$ cat config.mk
export PLATFORM = sky130hd
export DESIGN_NAME = uart_tx_sched
export DESIGN_NICKNAME = d
export VERILOG_FILES = /design/src/rtl/uart_pkg.sv /design/src/rtl/rr_arbiter4.sv /design/src/rtl/uart_tx_sched.sv
export SDC_FILE = /design/constraint.sdc
export NUM_CORES = 1
export LEC_CHECK = 0
export ABC_AREA = 0
export BUFFER_PORTS_ARGS = -buffer_cell sky130_fd_sc_hd__buf_2
export CAP_MARGIN = 30
export CORE_ASPECT_RATIO = 1.4
export CORE_MARGIN = 1
export CORE_UTILIZATION = 52
export DETAILED_ROUTE_END_ITERATION = 10
export GPL_ROUTABILITY_DRIVEN = 0
export PLACE_DENSITY = 0.85
export SYNTH_ARGS = -nofsm -noshare
export SYNTH_HDL_FRONTEND = slang
export SYNTH_SLANG_ARGS = --single-unit
export TNS_END_PERCENT = 20
$ cat constraint.sdc
create_clock -name clk -period 5.1 [get_ports clk]
set_input_delay 1.275 -clock clk [delete_from_list [all_inputs] [get_ports clk]]
set_output_delay 1.275 -clock clk [all_outputs]
set_load 0.005 [all_outputs]
$ cat src/rtl/uart_pkg.sv
// Shared definitions for the UART transmit scheduler: FSM encoding and frame header format.
// Latency: n/a (types, constants and a pure helper function only).
// Backpressure: n/a.
package uart_pkg;

    typedef enum logic [2:0] {
        ST_IDLE     = 3'd0,
        ST_SEND_HDR = 3'd1,
        ST_WAIT_HDR = 3'd2,
        ST_SEND_PAY = 3'd3,
        ST_WAIT_PAY = 3'd4
    } state_t;

    // Upper nibble of every header byte unless overridden at the top level.
    localparam logic [3:0] HDR_TAG_DEFAULT = 4'hA;

    // Header byte layout: {tag[3:0], HDR_PAD[1:0], requester index[1:0]}.
    localparam logic [1:0] HDR_PAD = 2'b00;

    // Round-robin pointer after reset, so requester 0 is searched first.
    localparam logic [1:0] LAST_GRANT_RST = 2'd3;

    function automatic logic [7:0] hdr_byte(input logic [3:0] tag, input logic [1:0] idx);
        return {tag, HDR_PAD, idx};
    endfunction

endpackage

$ cat src/rtl/rr_arbiter4.sv
// Four-way round-robin selector: picks the first pending request after 'last'.
// Latency: purely combinational, zero cycles.
// Backpressure: none; the caller decides whether to act on the grant.
//
// Ports:
//   req[3:0]      pending request flags
//   last[1:0]     index granted most recently; search starts at last+1 (mod 4)
//   gnt_valid     at least one request pending
//   gnt_idx[1:0]  selected requester (0 when gnt_valid is low)
module rr_arbiter4 (
    input  logic [3:0] req,
    input  logic [1:0] last,
    output logic       gnt_valid,
    output logic [1:0] gnt_idx
);

    logic [1:0] cand;

    // Walk offsets from lowest priority (4 == last itself) to highest (1),
    // so the final hit is the nearest requester after 'last'.
    always_comb begin
        gnt_valid = 1'b0;
        gnt_idx   = 2'd0;
        cand      = 2'd0;
        for (int k = 4; k >= 1; k--) begin
            cand = last + 2'(k);
            if (req[cand]) begin
                gnt_valid = 1'b1;
                gnt_idx   = cand;
            end
        end
    end

endmodule

$ cat src/rtl/uart_tx_sched.sv
// Frame scheduler in front of a byte UART transmitter: grants one requester round-robin and sends {header, payload}.
// Latency: grant cycle -> header tx_start next cycle; payload tx_start one cycle after the header byte drains.
// Backpressure: waits for tx_busy to rise and fall per byte; never starts while tx_busy is high; one idle cycle between frames.
//
// Ports:
//   clk, reset       single rising-edge clock, synchronous active-high reset
//   req_valid[3:0]   per-requester byte pending
//   req_data[31:0]   requester i payload on [8i+7:8i]
//   req_ready[3:0]   one-cycle accept pulse to the granted requester
//   tx_start         start pulse to the UART transmitter
//   tx_data[7:0]     byte to the UART transmitter, held until the next send
//   tx_busy          busy flag from the UART transmitter
//   grant_id[1:0]    requester currently owning the link
//   sched_busy       high whenever a frame is in progress
module uart_tx_sched
    import uart_pkg::*;
#(
    parameter int         NUM_REQ = 4,
    parameter logic [3:0] HDR_TAG = HDR_TAG_DEFAULT
) (
    input  logic                 clk,
    input  logic                 reset,
    input  logic [NUM_REQ-1:0]   req_valid,
    input  logic [8*NUM_REQ-1:0] req_data,
    output logic [NUM_REQ-1:0]   req_ready,
    output logic                 tx_start,
    output logic [7:0]           tx_data,
    input  logic                 tx_busy,
    output logic [1:0]           grant_id,
    output logic                 sched_busy
);

    state_t     state, state_nxt;
    logic [1:0] last_grant;
    logic       seen_busy;
    logic [7:0] pay;
    logic [1:0] grant;
    logic [7:0] tx_data_r;

    logic       gnt_valid;
    logic [1:0] gnt_idx;
    logic [7:0] gnt_byte;
    logic       grant_take;
    logic       wait_exit;

    rr_arbiter4 u_arb (
        .req       (req_valid),
        .last      (last_grant),
        .gnt_valid (gnt_valid),
        .gnt_idx   (gnt_idx)
    );

    always_comb begin
        gnt_byte = 8'h00;
        for (int i = 0; i < NUM_REQ; i++) begin
            if (gnt_idx == 2'(i)) begin
                gnt_byte = req_data[8*i +: 8];
            end
        end
    end

    // Next-state and pulse outputs. SEND states also hold off on tx_busy so a
    // start can never overlap a transmission still in flight.
    always_comb begin
        state_nxt  = state;
        req_ready  = '0;
        tx_start   = 1'b0;
        grant_take = 1'b0;
        wait_exit  = 1'b0;
        unique case (state)
            ST_IDLE: begin
                if (gnt_valid && !tx_busy) begin
                    req_ready[gnt_idx] = 1'b1;
                    grant_take         = 1'b1;
                    state_nxt          = ST_SEND_HDR;
                end
            end
            ST_SEND_HDR: begin
                if (!tx_busy) begin
                    tx_start  = 1'b1;
                    state_nxt = ST_WAIT_HDR;
                end
            end
            ST_WAIT_HDR: begin
                if (seen_busy && !tx_busy) begin
                    wait_exit = 1'b1;
                    state_nxt = ST_SEND_PAY;
                end
            end
            ST_SEND_PAY: begin
                if (!tx_busy) begin
                    tx_start  = 1'b1;
                    state_nxt = ST_WAIT_PAY;
                end
            end
            ST_WAIT_PAY: begin
                if (seen_busy && !tx_busy) begin
                    wait_exit = 1'b1;
                    state_nxt = ST_IDLE;
                end
            end
            default: begin
                state_nxt = ST_IDLE;
            end
        endcase
    end

    always_ff @(posedge clk) begin
        if (reset) begin
            state      <= ST_IDLE;
            last_grant <= LAST_GRANT_RST;
            seen_busy  <= 1'b0;
            pay        <= 8'h00;
            grant      <= 2'd0;
            tx_data_r  <= 8'h00;
        end else begin
            state <= state_nxt;

            // Payload and index are captured at grant so later changes on the
            // requester side cannot disturb the frame.
            if (grant_take) begin
                pay       <= gnt_byte;
                grant     <= gnt_idx;
                tx_data_r <= hdr_byte(HDR_TAG, gnt_idx);
            end

            if (state == ST_WAIT_HDR && wait_exit) begin
                tx_data_r <= pay;
            end

            if (state == ST_WAIT_HDR || state == ST_WAIT_PAY) begin
                if (wait_exit) begin
                    seen_busy <= 1'b0;
                end else if (tx_busy) begin
                    seen_busy <= 1'b1;
                end
            end

            if (state == ST_WAIT_PAY && wait_exit) begin
                last_grant <= grant;
            end
        end
    end

    assign tx_data    = tx_data_r;
    assign grant_id   = grant;
    assign sched_busy = (state != ST_IDLE);

endmodule

==> results of run 1 <==
cells in the final DEF (no fill, tap or decap), types with 2 or more instances in the layout:
master	n
a211o_1	2
a21oi_1	8
a31oi_1	2
buf_2	54
clkbuf_4	3
dfxtp_1	24
inv_1	2
mux2_2	3
mux2_4	5
mux2i_1	16
nand2_1	12
nand2b_1	6
nand3_1	7
nand3b_1	8
nor2_1	10
nor2b_1	2
nor3_1	6
o21ai_0	2
o21ai_1	9
or2_2	2
xnor2_1	2
metal layers:
| metal | global-route usage [%] | wire [µm] |
|---|---|---|
| met4 | 12.5 | 80 |
| met2 | 41.3 | 1630 |
| met1 | 27.2 | 1240 |
| met5 | 0 | 0 |
| met3 | 3.44 | 149 |
cells by family (layout without fill, tap and decap cells):
| group | after synthesis | in the layout | share of synthesized area (%) |
|---|---|---|---|
| XOR/XNOR | 2 | 2 | 1.26 |
| buffers and inverters | 12 | 61 | 6.29 |
| flip-flops | 24 | 24 | 34.5 |
| multiplexers | 24 | 24 | 19.3 |
| AO/OA/AOI/OAI | 29 | 29 | 14.6 |
| AND/OR/NAND/NOR | 61 | 61 | 24.1 |
power by group:
part | internal (mW) | switching, mW
logic | 0.0473 | 0.0424
registers | 0.199 | 0.00886
clock network | 0.0796 | 0.0604
layout make-up:
cell class                 instances  area [µm²]
multi-input combinational        116         825
fill                             221         781
sequential                        24         480
timing repair buffer              55         282
tap                               34        42.5
clock inverter                     1        30.0
clock buffer                       3        22.5
inverter                           2        7.51
per-stage QoR:
stage | cells | power [mW] | hold WS [ns] | utilization (%) | cell area (µm²)
finish | 235 | 0.437 | 0.464 | 68.4 | 1690
global route | 235 | 0.456 | 0.493 | 68.4 | 1690
CTS | 235 | 0.437 | 0.467 | 68.4 | 1690
detailed placement | 231 | 0.301 | 0.448 | 66.3 | 1640
global placement | 230 | 0.296 | 0.444 | 65.8 | 1630
floorplan | 152 | 0.273 | 0.432 | - | 1390
registers in the layout, indices dropped and copies added, names as in the netlist:
| register | count |
|---|---|
| pay | 8 |
| tx_data | 8 |
| state | 3 |
| grant_id | 2 |
| last_grant | 2 |
| seen_busy | 1 |
worst reg2reg max path: stages (launching register included):
cell and delay (ns):
dfxtp_1 0.51, nor2_2 0.10, o41ai_2 0.10, nand2b_1 0.58, nand3_1 0.16, a31oi_1 0.18
Yosys cell counts (all sizes together), types with 3 or more instances:
| cell | instances |
|---|---|
| nand2b | 6 |
| nand3 | 7 |
| clkbuf | 4 |
| dfxtp | 24 |
| nor2 | 11 |
| nor3 | 7 |
| a21oi | 8 |
| mux2 | 8 |
| mux2i | 16 |
| nand2 | 12 |
| o21ai | 12 |
| nand3b | 8 |
| buf | 6 |
| nor2b | 3 |
path summary, 6_finish.rpt:
check	end	slack (ns)
worst max register to register	tx_data[0]$_SDFFE_PP0P_	3.40
worst max-delay path	req_ready[0]	1.08
worst min-delay path	tx_data[2]$_SDFFE_PP0P_	0.46
worst min register to register	tx_data[2]$_SDFFE_PP0P_	0.46
==> run_results.csv, run 1 <==
group,metric,value,unit
critical_path,critPathCaptureType,"output port",
placement,hpwl,2400,µm
timing,setup_tns,0,ns
cells_and_area,fin_nets,241,
min_path,hold_path.class,"reg -> reg",
timing,slew_headroom,57.7,%
timing,max_freq,249,MHz
floorplan,fp-row-count,21,
route,detail_route.first_pass.iterations,4,
global_routing,overflow,0,
floorplan,core_area,0.00247,mm²
cts,post_cts.repair.setup_buffers,0,
min_path,worstHoldStart,"pay[2]$_SDFFE_PP0P_",
critical_path,path_buf_inv,2,
critical_path,crit_slowest_cell,"nand2b_1",
critical_path,cp.depth,5,
cts,h-tree-depth,1,
floorplan,die_h,63.2,µm
cts,cts_tree,"done",
timing,layout_setup_ws,1.08,ns
critical_path,timing.critical_path.mode_cell,"buf_2",
synthesis,synth_edf_count,0,
cts,cts_resized,0,
critical_path,startpoint,"req_valid[2]",
critical_path,cp_max_fo,18,
cts,ctsLongestPathBuffers,2,
placement,post-place-ws,1.08,ns
synthesis,ys_types,40,
power_and_ir_drop,p_leak,0.719,nW
power_and_ir_drop,peakVddDrop,0.000175,V
critical_path,reg2reg_from,"state[0]$_SDFFE_PP0P_",
floorplan,dieArea,0.00289,mm²
global_routing,grt_pass1_wl,5200,µm
synthesis,syn-num-nets,191,
synthesis,async_flop_share,0,%
synthesis,synth_top_area_share,34.5,%
critical_path,path_cells,"buf_2, o41ai_2, nand2b_1, nor3_1, buf_2",
critical_path,critPathMaxStageDelay,0.58,ns
timing,hold_violations,0,
cts,hold_buffers,0,
cts,insertion_delay,0.32,ns
timing,rsz0062_at_grt,"no",
min_path,whs_path_depth,2,
global_routing,antenna_found_initial,0,
synthesis,ys_seq_elements,24,
global_routing,grt_pass1_vias,1244,
route,routed_via_density,5.63,
synthesis,ys_seq_area_share,34.5,%
critical_path,worstPathArrival,2.75,ns
route,drt_iter0_drc,28,
critical_path,critPathTopFamily,"simple AND/OR/NAND/NOR gates",
floorplan,die_w,45.7,µm
global_routing,grt_start_max_net_pins,26,
timing,period_needed,4.02,ns
timing,skew,0.00396,ns
global_routing,gr-usage-all-layers,24.0,%
route,route.detailed.drc,0,
floorplan,initial_core_util,56.4,%
power_and_ir_drop,cellPowerDensity,259,mW/mm²
route,drtAntennaViolNets,0,
cells_and_area,drive_gt1_share,37.8,%
route,routedWlPerCell,13.2,µm
status,outcome,"finished, final reports clean",
synthesis,yosysTopAreaCell,"dfxtp_1",
cts,numCtsBuffers,3,
synthesis,syn_avg_cell_area,9.16,µm²
route,routed-via-count,1323,
critical_path,worst_ep_required_time,3.83,ns
timing,worst-slew-pin-transition,0.634,ns
cts,root_buffer,"clkbuf_4",
cts,cts.sinks,24,
synthesis,synthFlopType,"dfxtp_1",
synthesis,yosys-top-cells-area,"dfxtp_1, mux2i_1, mux2_4",
critical_path,worstRegToRegCells,5,
critical_path,cp-start-kind,"input pin",
critical_path,worst-setup-path-type,"in -> out",
timing,fin_crit_sh,78.8,%
job,drv_cap,0,
cts,cts.reportedPaths.clkPinSlew,0.13,ns
floorplan,io_pins,55,
cells_and_area,antennaDiodeCount,0,
synthesis,netlist_instances,152,
route,drt_wl_total,3100,µm
synthesis,ys_warn_count,0,
placement,place.port_buffers,54,
timing,slew_viol_final,0,
timing,setup-violations-final,0,
cells_and_area,syn2layout_area_growth,21.3,%
synthesis,syn_area,0.00139,mm²
No activity file was read; power rests on OpenSTA's default activity.
==> run 2: changes to the inputs <==
ABC_AREA = 1   (was 0)
CORE_UTILIZATION = 44   (was 52)
PLACE_DENSITY = 0.75   (was 0.85)
clock period = 3.4 ns   (was 5.1 ns; I/O delays follow)
==> run 2 against run 1 <==
Net effect:
- cell area increased by 7.9%
- clock-buffer cell count rose by 1
- non-clock buffer count increased by 1
==> run_results.csv, run 2 <==
group,metric,value,unit
timing,skew,0.00280,ns
floorplan,initial_core_util,47.0,%
cells_and_area,fin_cells,318,
cells_and_area,seqCellArea,480,µm²
cts,hold_buffers,0,
cts,cts_tree,"done",
timing,max_freq,340,MHz
critical_path,reg2reg_from,"last_grant[0]$_SDFFE_PP1P_",
min_path,hold_path.class,"reg -> reg",
synthesis,synth_top_area_share,32.4,%
cts,numCtsBuffers,3,
global_routing,overflow,0,
route,drt_wl_total,3530,µm
timing,hold_violations,0,
placement,post-place-ws,0.483,ns
floorplan,dieArea,0.00361,mm²
timing,setup-violations-final,0,
critical_path,worst-setup-path-type,"in -> out",
critical_path,critPathCaptureType,"output port",
timing,setup_tns,0,ns
timing,layout_setup_ws,0.460,ns
critical_path,critPathMaxStageDelay,0.22,ns
global_routing,gr-usage-all-layers,22.0,%
cts,cts.sinks,24,
route,drtAntennaViolNets,0,
critical_path,worstPathArrival,2.09,ns
cts,post_cts.repair.setup_buffers,0,
cells_and_area,fin_util,57.8,%
route,routed_via_density,4.98,
timing,worst-slew-pin-transition,0.454,ns
critical_path,timing.critical_path.mode_cell,"nand2_1",
synthesis,ys_seq_elements,24,
floorplan,die_h,70.7,µm
cells_and_area,fin_nets,319,
placement,hpwl,2800,µm
route,routed-via-count,1585,
global_routing,antenna_found_initial,0,
cts,insertion_delay,0.26,ns
synthesis,ys_warn_count,0,
critical_path,path_cells,"buf_2, inv_1, nand2_1, nand2_1, and2_4, nand4_1, nand3_1, inv_1, nand2_1, nor2_1, buf_2",
floorplan,core_area,0.00315,mm²
critical_path,worstRegToRegCells,10,
cts,h-tree-depth,1,
timing,rsz0062_at_grt,"no",
synthesis,yosysTopAreaCell,"dfxtp_1",
power_and_ir_drop,cellPowerDensity,455,mW/mm²
critical_path,cp_max_fo,5,
cells_and_area,final_area,0.00182,mm²
cells_and_area,fillers,350,
synthesis,syn_avg_cell_area,6.56,µm²
min_path,worstHoldStart,"tx_data[3]$_SDFFE_PP0P_",
placement,dp.cells,314,
synthesis,ys_types,28,
power_and_ir_drop,peakVddDrop,0.000348,V
synthesis,syn_area,0.00148,mm²
synthesis,netlist_top_cells_count,"nand2_1, dfxtp_1, nand3_1",
floorplan,fp-row-count,24,
status,outcome,"finished, final reports clean",
timing,fin_crit_sh,86.5,%
cts,ctsLongestPathBuffers,2,
power_and_ir_drop,total_power,829,µW
synthesis,synthFlopType,"dfxtp_1",
synthesis,syn-num-nets,265,
timing,slew_headroom,69.6,%
global_routing,grt_pass1_vias,1550,
timing,whs,0.460,ns
route,wl_met2,1950,µm
synthesis,synth.most_common_cell,"nand2_1",
critical_path,crit_slowest_cell,"nand3_1",
route,wirelength_met1,1450,µm
min_path,whs_path_depth,2,
critical_path,cp-start-kind,"input pin",
timing,slew_viol_final,0,
synthesis,synth_edf_count,0,
floorplan,io_pins,55,
route,routedWlPerCell,11.1,µm
timing,period_needed,2.94,ns
cts,cts.reportedPaths.clkPinSlew,0.08,ns
global_routing,grt_start_max_net_pins,20,
route,dr_wl_met3,105,µm
route,drt_iter0_drc,39,
cts,root_buffer,"clkbuf_8",
cells_and_area,mostFrequentLayoutCell,"nand2_1",
synthesis,yosys-top-cells-area,"dfxtp_1, nand2_1, nand3_1",
route,maxUsedRoutingLayer,"met4",
cells_and_area,multiInputGateArea,858,µm²
cts,cts_resized,0,
placement,place.port_buffers,54,
power_and_ir_drop,p_leak,0.915,nW
synthesis,ys_seq_area_share,32.4,%
critical_path,reg2reg_slack,1.27,ns
critical_path,worstReg2RegEnd,"tx_data[1]$_SDFFE_PP0P_",
cells_and_area,layout_common_cells,"nand2_1, buf_2, dfxtp_1, nand3_1, nor2_1",
cells_and_area,antennaDiodeCount,0,
global_routing,grt_pass1_wl,6250,µm
synthesis,async_flop_share,0,%
cells_and_area,syn2layout_area_growth,22.9,%
route,detail_route.first_pass.iterations,4,
min_path,min_to,"tx_data[3]$_SDFFE_PP0P_",
placement,postPlaceCellArea,0.00177,mm²
synthesis,netlist_instances,226,
critical_path,worst_ep_required_time,2.55,ns
job,drv_cap,0,
floorplan,die_w,51.1,µm
cells_and_area,drive_gt1_share,30.1,%
route,route.detailed.drc,0,
-- run 2: changes by cell type in the layout (fill, tap and decap cells not counted), sizes merged, moves of 9 or more --
| cell | previous run | this run |
|---|---|---|
| inv | 2 | 23 |
| mux2i | 16 | 0 |
| nand2 | 12 | 82 |
| nand3 | 7 | 21 |
| nand4 | 0 | 9 |
| nor2 | 11 | 23 |
-- run 2: cells by family (layout without fill, tap and decap cells) --
group | count (synthesis) | count (layout) | synth area share (%)
and+or+nand+nor | 141 | 141 | 46.2
buffers and inverters | 30 | 83 | 9.70
AOI/OAI and AO/OA | 31 | 31 | 11.7
DFF | 24 | 24 | 32.4
-- run 2: worst max path at each step --
stage	from	endpoint	cells after the start
6_report	req_valid[1]	req_ready[2]	11
4_1_cts	req_valid[1]	req_ready[2]	11
3_5_place_dp	req_valid[1]	req_ready[2]	11
5_1_grt	last_grant[0]$_SDFFE_PP1P_	req_ready[3]	10
2_1_floorplan	req_valid[1]	req_ready[2]	10
3_3_place_gp	req_valid[1]	req_ready[2]	11
-- run 2: area by class of cell --
class | instances | area share [%]
Clock buffer | 4 | 3.02
Inverter | 23 | 5.15
Multi-Input combinational cell | 172 | 47.1
Sequential cell | 24 | 26.4
Tap cell | 39 | 2.68
Timing Repair Buffer | 56 | 15.7
-- run 2: power by group --
part | internal, mW | leakage, nW | switching, mW
sequential | 0.320 | 0.196 | 0.0242
combinational | 0.113 | 0.690 | 0.181
clock | 0.103 | 0.0288 | 0.0877
-- run 2: per-layer routing --
metal	vias up	global-route usage (%)
met5	-	0
met4	0	5.25
met3	2	2.37
met2	32	43.7
met1	709	23.6
li1	842	-
-- run 2: critical path: cells and delay by family --
kind	cells	cell delay [ns]
and+or+nand+nor	7	0.84
buffers and inverters	4	0.39
